File: src/rtl/echo_fpga12_mem_pkg.sv
// Shared definitions for the on-chip RAM arbiter slice: default bus widths,
// the read latency seen by the requesters, and the requester index type.
// ECHO_ONCHIP_ARB_RDATA_REG_EN adds a register stage on the read-data return
// path, which raises the read latency from 1 to 2 cycles.
package echo_fpga12_mem_pkg;

    localparam int DEF_ADDR_W = 13;   // 8192 words
    localparam int DEF_DATA_W = 32;

`ifdef ECHO_ONCHIP_ARB_RDATA_REG_EN
    localparam int RD_LATENCY = 2;
`else
    localparam int RD_LATENCY = 1;
`endif

    // Index of the requester that owns an access
    typedef logic [0:0] owner_t;

    localparam owner_t OWNER_M0 = 1'b0;
    localparam owner_t OWNER_M1 = 1'b1;

endpackage

File: src/rtl/echo_fpga12_onchip_mem_arbiter_if.sv
// Avalon-MM-style requester port: address/strobes/write payload from the
// requester, waitrequest and the pipelined read response back to it.
interface echo_fpga12_onchip_mem_arbiter_if
    import echo_fpga12_mem_pkg::*;
#(
    parameter int ADDR_W = DEF_ADDR_W,
    parameter int DATA_W = DEF_DATA_W,
    parameter int BE_W   = DATA_W / 8
);

    logic [ADDR_W-1:0] address;
    logic              read;
    logic              write;
    logic [BE_W-1:0]   byteenable;
    logic [DATA_W-1:0] writedata;
    logic              waitrequest;
    logic [DATA_W-1:0] readdata;
    logic              readdatavalid;

    // Requester side
    modport master (
        output address, read, write, byteenable, writedata,
        input  waitrequest, readdata, readdatavalid
    );

    // Arbiter side
    modport slave (
        input  address, read, write, byteenable, writedata,
        output waitrequest, readdata, readdatavalid
    );

endinterface

File: src/rtl/echo_fpga12_rd_track.sv
// Valid/owner shift register that follows each accepted read through the RAM
// latency so the returning data can be tagged to the requester that issued it.
// Owner bits are payload and are not cleared; only the valid bits are.
module echo_fpga12_rd_track
    import echo_fpga12_mem_pkg::*;
#(
    parameter int DEPTH = RD_LATENCY
) (
    input  logic   clk,
    input  logic   clr,
    input  logic   in_vld,
    input  owner_t in_owner,
    output logic   out_vld,
    output owner_t out_owner
);

    logic [DEPTH-1:0] vld_p;
    owner_t           own_p [DEPTH];

    // Valid bits shift one stage per cycle; clear drops everything in flight
    always_ff @(posedge clk) begin
        if (clr) begin
            vld_p <= '0;
        end else begin
            vld_p[0] <= in_vld;
            for (int i = 1; i < DEPTH; i++) begin
                vld_p[i] <= vld_p[i-1];
            end
        end
    end

    // Owner tags ride alongside the valid bits
    always_ff @(posedge clk) begin
        own_p[0] <= in_owner;
        for (int i = 1; i < DEPTH; i++) begin
            own_p[i] <= own_p[i-1];
        end
    end

    assign out_vld   = vld_p[DEPTH-1];
    assign out_owner = own_p[DEPTH-1];

endmodule

File: src/rtl/echo_fpga12_onchip_mem_arbiter.sv
// Round-robin arbiter sharing the single-port 8192x32 on-chip RAM between the
// LVDS receive path (m0) and the Nios/echo transmit path (m1). One access per
// cycle; read responses are tagged back to the issuing requester.
// Build option: ECHO_ONCHIP_ARB_RDATA_REG_EN registers mem_readdata once more
// before it reaches the requesters (read latency 2 instead of 1).
module echo_fpga12_onchip_mem_arbiter
    import echo_fpga12_mem_pkg::*;
#(
    parameter int ADDR_W = DEF_ADDR_W,
    parameter int DATA_W = DEF_DATA_W,
    parameter int BE_W   = DATA_W / 8
) (
    input  logic                              clk,
    input  logic                              reset,
    echo_fpga12_onchip_mem_arbiter_if.slave   m0,
    echo_fpga12_onchip_mem_arbiter_if.slave   m1,
    output logic [ADDR_W-1:0]                 mem_address,
    output logic [BE_W-1:0]                   mem_byteenable,
    output logic [DATA_W-1:0]                 mem_writedata,
    output logic                              mem_chipselect,
    output logic                              mem_write,
    output logic                              mem_clken,
    input  logic [DATA_W-1:0]                 mem_readdata
);

    logic              req0, req1;
    logic              gnt0, gnt1;
    owner_t            last_q;
    logic              rd_vld_p0;
    owner_t            rd_own_p0;
    logic              trk_vld;
    owner_t            trk_owner;
    logic [DATA_W-1:0] rdata;

    // A port with both strobes high is treated as a write
    assign req0 = m0.read | m0.write;
    assign req1 = m1.read | m1.write;

    // Grant: lone requester wins, a tie goes to the port not served last;
    // nothing is granted while reset is held
    always_comb begin
        gnt0 = 1'b0;
        gnt1 = 1'b0;
        if (!reset) begin
            if (req0 && req1) begin
                gnt0 = (last_q == OWNER_M1);
                gnt1 = (last_q == OWNER_M0);
            end else begin
                gnt0 = req0;
                gnt1 = req1;
            end
        end
    end

    assign m0.waitrequest = req0 & ~gnt0;
    assign m1.waitrequest = req1 & ~gnt1;

    // Steer the granted port onto the RAM; idle cycles enable no byte lanes
    always_comb begin
        mem_address    = m0.address;
        mem_writedata  = m0.writedata;
        mem_byteenable = {BE_W{1'b0}};
        if (gnt1) begin
            mem_address    = m1.address;
            mem_writedata  = m1.writedata;
            mem_byteenable = m1.byteenable;
        end else if (gnt0) begin
            mem_byteenable = m0.byteenable;
        end
    end

    assign mem_chipselect = gnt0 | gnt1;
    assign mem_write      = (gnt0 & m0.write) | (gnt1 & m1.write);
    assign mem_clken      = 1'b1;

    // Remember who was served last; m0 wins the first tie after reset
    always_ff @(posedge clk) begin
        if (reset) begin
            last_q <= OWNER_M1;
        end else if (gnt0) begin
            last_q <= OWNER_M0;
        end else if (gnt1) begin
            last_q <= OWNER_M1;
        end
    end

    // ---- p0: accepted read enters the tracking pipeline ----
    assign rd_vld_p0 = (gnt0 & ~m0.write) | (gnt1 & ~m1.write);
    assign rd_own_p0 = gnt1 ? OWNER_M1 : OWNER_M0;

    echo_fpga12_rd_track #(
        .DEPTH (RD_LATENCY)
    ) u_rd_track (
        .clk       (clk),
        .clr       (reset),
        .in_vld    (rd_vld_p0),
        .in_owner  (rd_own_p0),
        .out_vld   (trk_vld),
        .out_owner (trk_owner)
    );

`ifdef ECHO_ONCHIP_ARB_RDATA_REG_EN
    logic [DATA_W-1:0] rdata_p1;

    // ---- p1: extra return-data register, aligned with the second track stage ----
    always_ff @(posedge clk) begin
        rdata_p1 <= mem_readdata;
    end

    assign rdata = rdata_p1;
`else
    assign rdata = mem_readdata;
`endif

    // Data fans out to both ports; only the owner's valid strobes. A read
    // still in flight when reset arrives never reports completion.
    assign m0.readdata      = rdata;
    assign m1.readdata      = rdata;
    assign m0.readdatavalid = trk_vld & ~reset & (trk_owner == OWNER_M0);
    assign m1.readdatavalid = trk_vld & ~reset & (trk_owner == OWNER_M1);

endmodule

File: src/flat_wrapper.sv
// flat-port wrapper written by rule: the top's interface ports become plain ports
module echo_fpga12_onchip_mem_arbiter_flat import echo_fpga12_mem_pkg::*;
#(
    parameter int ADDR_W = DEF_ADDR_W,
    parameter int DATA_W = DEF_DATA_W,
    parameter int BE_W   = DATA_W / 8
)
  (clk, reset, mem_address, mem_byteenable, mem_writedata, mem_chipselect, mem_write, mem_clken, mem_readdata, m0_address, m0_read, m0_write, m0_byteenable, m0_writedata, m0_waitrequest, m0_readdata, m0_readdatavalid, m1_address, m1_read, m1_write, m1_byteenable, m1_writedata, m1_waitrequest, m1_readdata, m1_readdatavalid);
  echo_fpga12_onchip_mem_arbiter_if #(.ADDR_W(ADDR_W), .DATA_W(DATA_W), .BE_W(BE_W)) m0_i ();
  echo_fpga12_onchip_mem_arbiter_if #(.ADDR_W(ADDR_W), .DATA_W(DATA_W), .BE_W(BE_W)) m1_i ();
  input  logic clk;
  input  logic reset;
  output logic [ADDR_W-1:0] mem_address;
  output logic [BE_W-1:0] mem_byteenable;
  output logic [DATA_W-1:0] mem_writedata;
  output logic mem_chipselect;
  output logic mem_write;
  output logic mem_clken;
  input  logic [DATA_W-1:0] mem_readdata;
  input wire logic [$bits(m0_i.address)-1:0] m0_address;
  input wire logic [$bits(m0_i.read)-1:0] m0_read;
  input wire logic [$bits(m0_i.write)-1:0] m0_write;
  input wire logic [$bits(m0_i.byteenable)-1:0] m0_byteenable;
  input wire logic [$bits(m0_i.writedata)-1:0] m0_writedata;
  output wire logic [$bits(m0_i.waitrequest)-1:0] m0_waitrequest;
  output wire logic [$bits(m0_i.readdata)-1:0] m0_readdata;
  output wire logic [$bits(m0_i.readdatavalid)-1:0] m0_readdatavalid;
  input wire logic [$bits(m1_i.address)-1:0] m1_address;
  input wire logic [$bits(m1_i.read)-1:0] m1_read;
  input wire logic [$bits(m1_i.write)-1:0] m1_write;
  input wire logic [$bits(m1_i.byteenable)-1:0] m1_byteenable;
  input wire logic [$bits(m1_i.writedata)-1:0] m1_writedata;
  output wire logic [$bits(m1_i.waitrequest)-1:0] m1_waitrequest;
  output wire logic [$bits(m1_i.readdata)-1:0] m1_readdata;
  output wire logic [$bits(m1_i.readdatavalid)-1:0] m1_readdatavalid;
  assign m0_i.address = m0_address;
  assign m0_i.read = m0_read;
  assign m0_i.write = m0_write;
  assign m0_i.byteenable = m0_byteenable;
  assign m0_i.writedata = m0_writedata;
  assign m0_waitrequest = m0_i.waitrequest;
  assign m0_readdata = m0_i.readdata;
  assign m0_readdatavalid = m0_i.readdatavalid;
  assign m1_i.address = m1_address;
  assign m1_i.read = m1_read;
  assign m1_i.write = m1_write;
  assign m1_i.byteenable = m1_byteenable;
  assign m1_i.writedata = m1_writedata;
  assign m1_waitrequest = m1_i.waitrequest;
  assign m1_readdata = m1_i.readdata;
  assign m1_readdatavalid = m1_i.readdatavalid;
  echo_fpga12_onchip_mem_arbiter #(.ADDR_W(ADDR_W), .DATA_W(DATA_W), .BE_W(BE_W)) u_core (.clk(clk), .reset(reset), .m0(m0_i), .m1(m1_i), .mem_address(mem_address), .mem_byteenable(mem_byteenable), .mem_writedata(mem_writedata), .mem_chipselect(mem_chipselect), .mem_write(mem_write), .mem_clken(mem_clken), .mem_readdata(mem_readdata));
endmodule
File: config.mk
export PLATFORM = sky130hd
export DESIGN_NAME = echo_fpga12_onchip_mem_arbiter_flat
export DESIGN_NICKNAME = d
export VERILOG_FILES = /design/src/rtl/echo_fpga12_mem_pkg.sv /design/src/rtl/echo_fpga12_onchip_mem_arbiter_if.sv /design/src/rtl/echo_fpga12_rd_track.sv /design/src/rtl/echo_fpga12_onchip_mem_arbiter.sv /design/src/flat_wrapper.sv
export SDC_FILE = /design/constraint.sdc
export NUM_CORES = 1
export LEC_CHECK = 0
export ABC_AREA = 0
export CORE_AREA = 2 2 100 102
export CTS_CLUSTER_SIZE = 25
export DETAILED_ROUTE_END_ITERATION = 12
export DIE_AREA = 0 0 102 104
export PLACE_DENSITY_LB_ADDON = 0.15
export SLEW_MARGIN = 20
export SYNTH_ARGS = -nofsm -noshare
export SYNTH_HDL_FRONTEND = slang
export SYNTH_SLANG_ARGS = --single-unit
File: constraint.sdc
create_clock -name clk -period 2.2 [get_ports clk]
set_input_delay 0.22 -clock clk [delete_from_list [all_inputs] [get_ports clk]]
set_output_delay 0.22 -clock clk [all_outputs]
set_load 0.01 [all_outputs]
==> qor.csv <==
stage;metric;value;unit
yosys;Post-Synthesis Cell Area;1290;sq um
power;power density cells;282;nW/um^2
cts;H-Tree Depth;1;
route;Detail Route Antenna Nets;0;
timing;Hold Fails Final Rpt;0;
cts;Sink Count;3;
route;via/cell ratio;3.61;
yosys;post-synthesis sequential area ratio;4.65;%
route;final WL;5020;um
cells_and_area;Finished Layout Cells;388;
yosys;top_reg_cell synth;dfxtp_1;
worst_setup_path;CP max-delay cell;clkdlybuf4s50_1;
die;chip height;104;um
grt;first-pass GRT wire length;7220;um
die;Site Rows;36;
yosys;cell taking the most area after synthesis;buf_4;
route;Vias;1401;
cts;Clock Path Buffers;2;
grt;vias in the first global route;1399;
timing;max-slew violations;0;
timing;crit share post-route;96.7;%
cells_and_area;most common cell after layout, fill and taps aside;clkdlybuf4s50_1;
yosys;ys async rst share;0;%
yosys;Syn Inst Count;147;
yosys;Synth top area share;37.8;%
grt;GRT Residual Overflow;0;
placement;Post-DP HPWL;4080;um
worst_setup_path;Max stage delay on crit path;0.49;ns
worst_setup_path;critical path peak fanout;5;
route;met3 wire len;694;um
timing;RSZ-0062 raised after global routing;no;
route;starting DRC count in detailed routing;12;
cts;CTS Hold Bufs;0;
grt;antenna violations before repair;0;
yosys;Synthesis Warnings;0;
cells_and_area;share of post-route cells with drive strength above 1;26.3;%
worst_setup_path;Critical Path, Cell by Cell;clkdlybuf4s50_1 -> nor2_2 -> nor3_4 -> buf_6 -> buf_12 -> buf_4 -> mux2_2 -> dlygate4sd2_1;
cells_and_area;Finished Cell Area;2680;sq um
timing;fin crit period;2.13;ns
route;Remaining DRCs;0;
timing;FMAX;470;MHz
power;Design Power;0.754;mW
route;uppermost layer routed;met4;
worst_setup_path;crit path capture type;output port;
yosys;Seq cells post-synth;3;
die;num ports;256;
yosys;mean post-synth cell area;8.78;sq um
worst_setup_path;Startpoint Class;primary input;
power;leakage;1.09;nW
route;routed len/inst;12.9;um
yosys;syn_nets;283;
cells_and_area;Ant. Diodes;0;
status;result of the run;complete, no violations;
cells_and_area;fin nets;392;
route;wire length on met1;1650;um
timing;Setup-failing EPs final;0;
power;worst vdd ir;0.000136;V
yosys;Yosys cell types;22;
cts;CTS tree;done;
cts;number of buffers created by CTS;3;
timing;Final Skew;0.000693;ns
die;initial core utilization;13.5;%
worst_setup_path;WP data arrival;1.91;ns
cells_and_area;commonest cells after routing, fill and taps aside;clkdlybuf4s50_1 (106), dlygate4sd2_1 (46), mux2_2 (38), buf_4 (11), mux2_1 (7);
placement;Final GP Congestion;0.712;
yosys;Post-synth EDFFs;0;
run;maxcap violations;0;
placement;port bufs;158;
grt;largest net degree at the start of global routing;17;
yosys;top cells by area, synth;buf_4 (38%), mux2_2 (33%), mux2_1 (6.1%);
die;Die Wd;102;um
worst_setup_path;critical path type;in -> out;
cts;worst skew pair latency;0.21;ns
worst_setup_path;Worst EP required;1.98;ns
placement;Post-Place Cells;378;
grt;global-route usage over all layers;8.66;%
route;Pre-antenna DRT Iters;3;
route;DR WL met2;2540;um
cts;CTS Root Cell;clkbuf_8;
die;Core Area;9550;sq um
cells_and_area;area delta synth->final;107;%
placement;DP Area;2600;sq um
hold_path;HP Class;in -> out;
die;die area;10600;sq um
per-layer routing:
metal	up-vias	GRT usage [%]
li1	653	-
met1	617	8.63
met2	110	15.6
met3	21	3.70
met4	0	3.24
met5	-	0
kinds of logic after synthesis:
kind of cell | after synthesis | share of synthesized area [%]
compound gates | 12 | 6.40
buf+inv | 72 | 42.7
flops | 3 | 4.65
mux | 45 | 39.2
other cells | 1 | 0.290
simple gates | 14 | 6.69
power breakdown:
| part | total, mW | switching (mW) | internal (mW) |
|---|---|---|---|
| registers | 0.0606 | 0.00173 | 0.0589 |
| clock network | 0.160 | 0.0365 | 0.124 |
| logic | 0.533 | 0.171 | 0.362 |
sequential cells by signal (all words and copies together) (netlist names):
signal	flops
u_core.u_rd_track.own_p	1
u_core.last_q	1
u_core.u_rd_track.out_vld	1
final timing paths:
check	to	slack (ns)	cells after the start	startpoint
worst max-delay path	mem_address[8]	0.07	8	m1_write
worst min-delay path	m0_readdata[2]	0.44	0	mem_readdata[2]
worst max register to register	u_core.u_rd_track.own_p[0]	1.15	4	u_core.last_q
worst min register to register	u_core.u_rd_track.out_vld	0.66	3	u_core.last_q
cell type report:
type,count,area [sq um]
inverters,1,3.75
repair buffers,175,1710
clock buffers,4,45.0
fillers,1073,6870
well taps,133,166
multi-input cells,72,687
flip-flops and latches,3,60.1
synthesized netlist by cell type, types with 2 or more instances:
cell,instances
a21oi_1,4
buf_6,5
nor2_1,4
mux2_1,7
a22o_1,4
nand2b_1,2
dfxtp_1,3
nor3_1,2
buf_4,65
mux2_2,38
nor3b_1,2
per-stage QoR:
stage | setup TNS [ns] | worst slack [ns] | hold slack [ns] | util [%]
finish | 0 | 0.0725 | 0.440 | 28.0
global route | 0 | 0.000961 | 0.440 | 28.0
CTS | 0 | 0.0185 | 0.440 | 28.0
detailed placement | -10.40 | -0.279 | 0.440 | 27.2
global placement | -10.11 | -0.275 | 0.440 | 27.2
floorplan | 0 | 0.688 | 0.384 | -
worst max-delay path, delay by kind of cell:
| kind | cells | cell delay (ns) |
|---|---|---|
| multiplexers | 1 | 0.32 |
| buffers and inverters | 5 | 1.15 |
| AND/OR/NAND/NOR | 2 | 0.21 |
repair_timing:
action | CTS | global route
setup endpoints to repair | 49 | 18
resized for setup | 75 | 0
pin swaps | 2 | 1
buffers inserted | 4 | 0
cloned | 2 | 0
(Power assumes the default switching activity.)
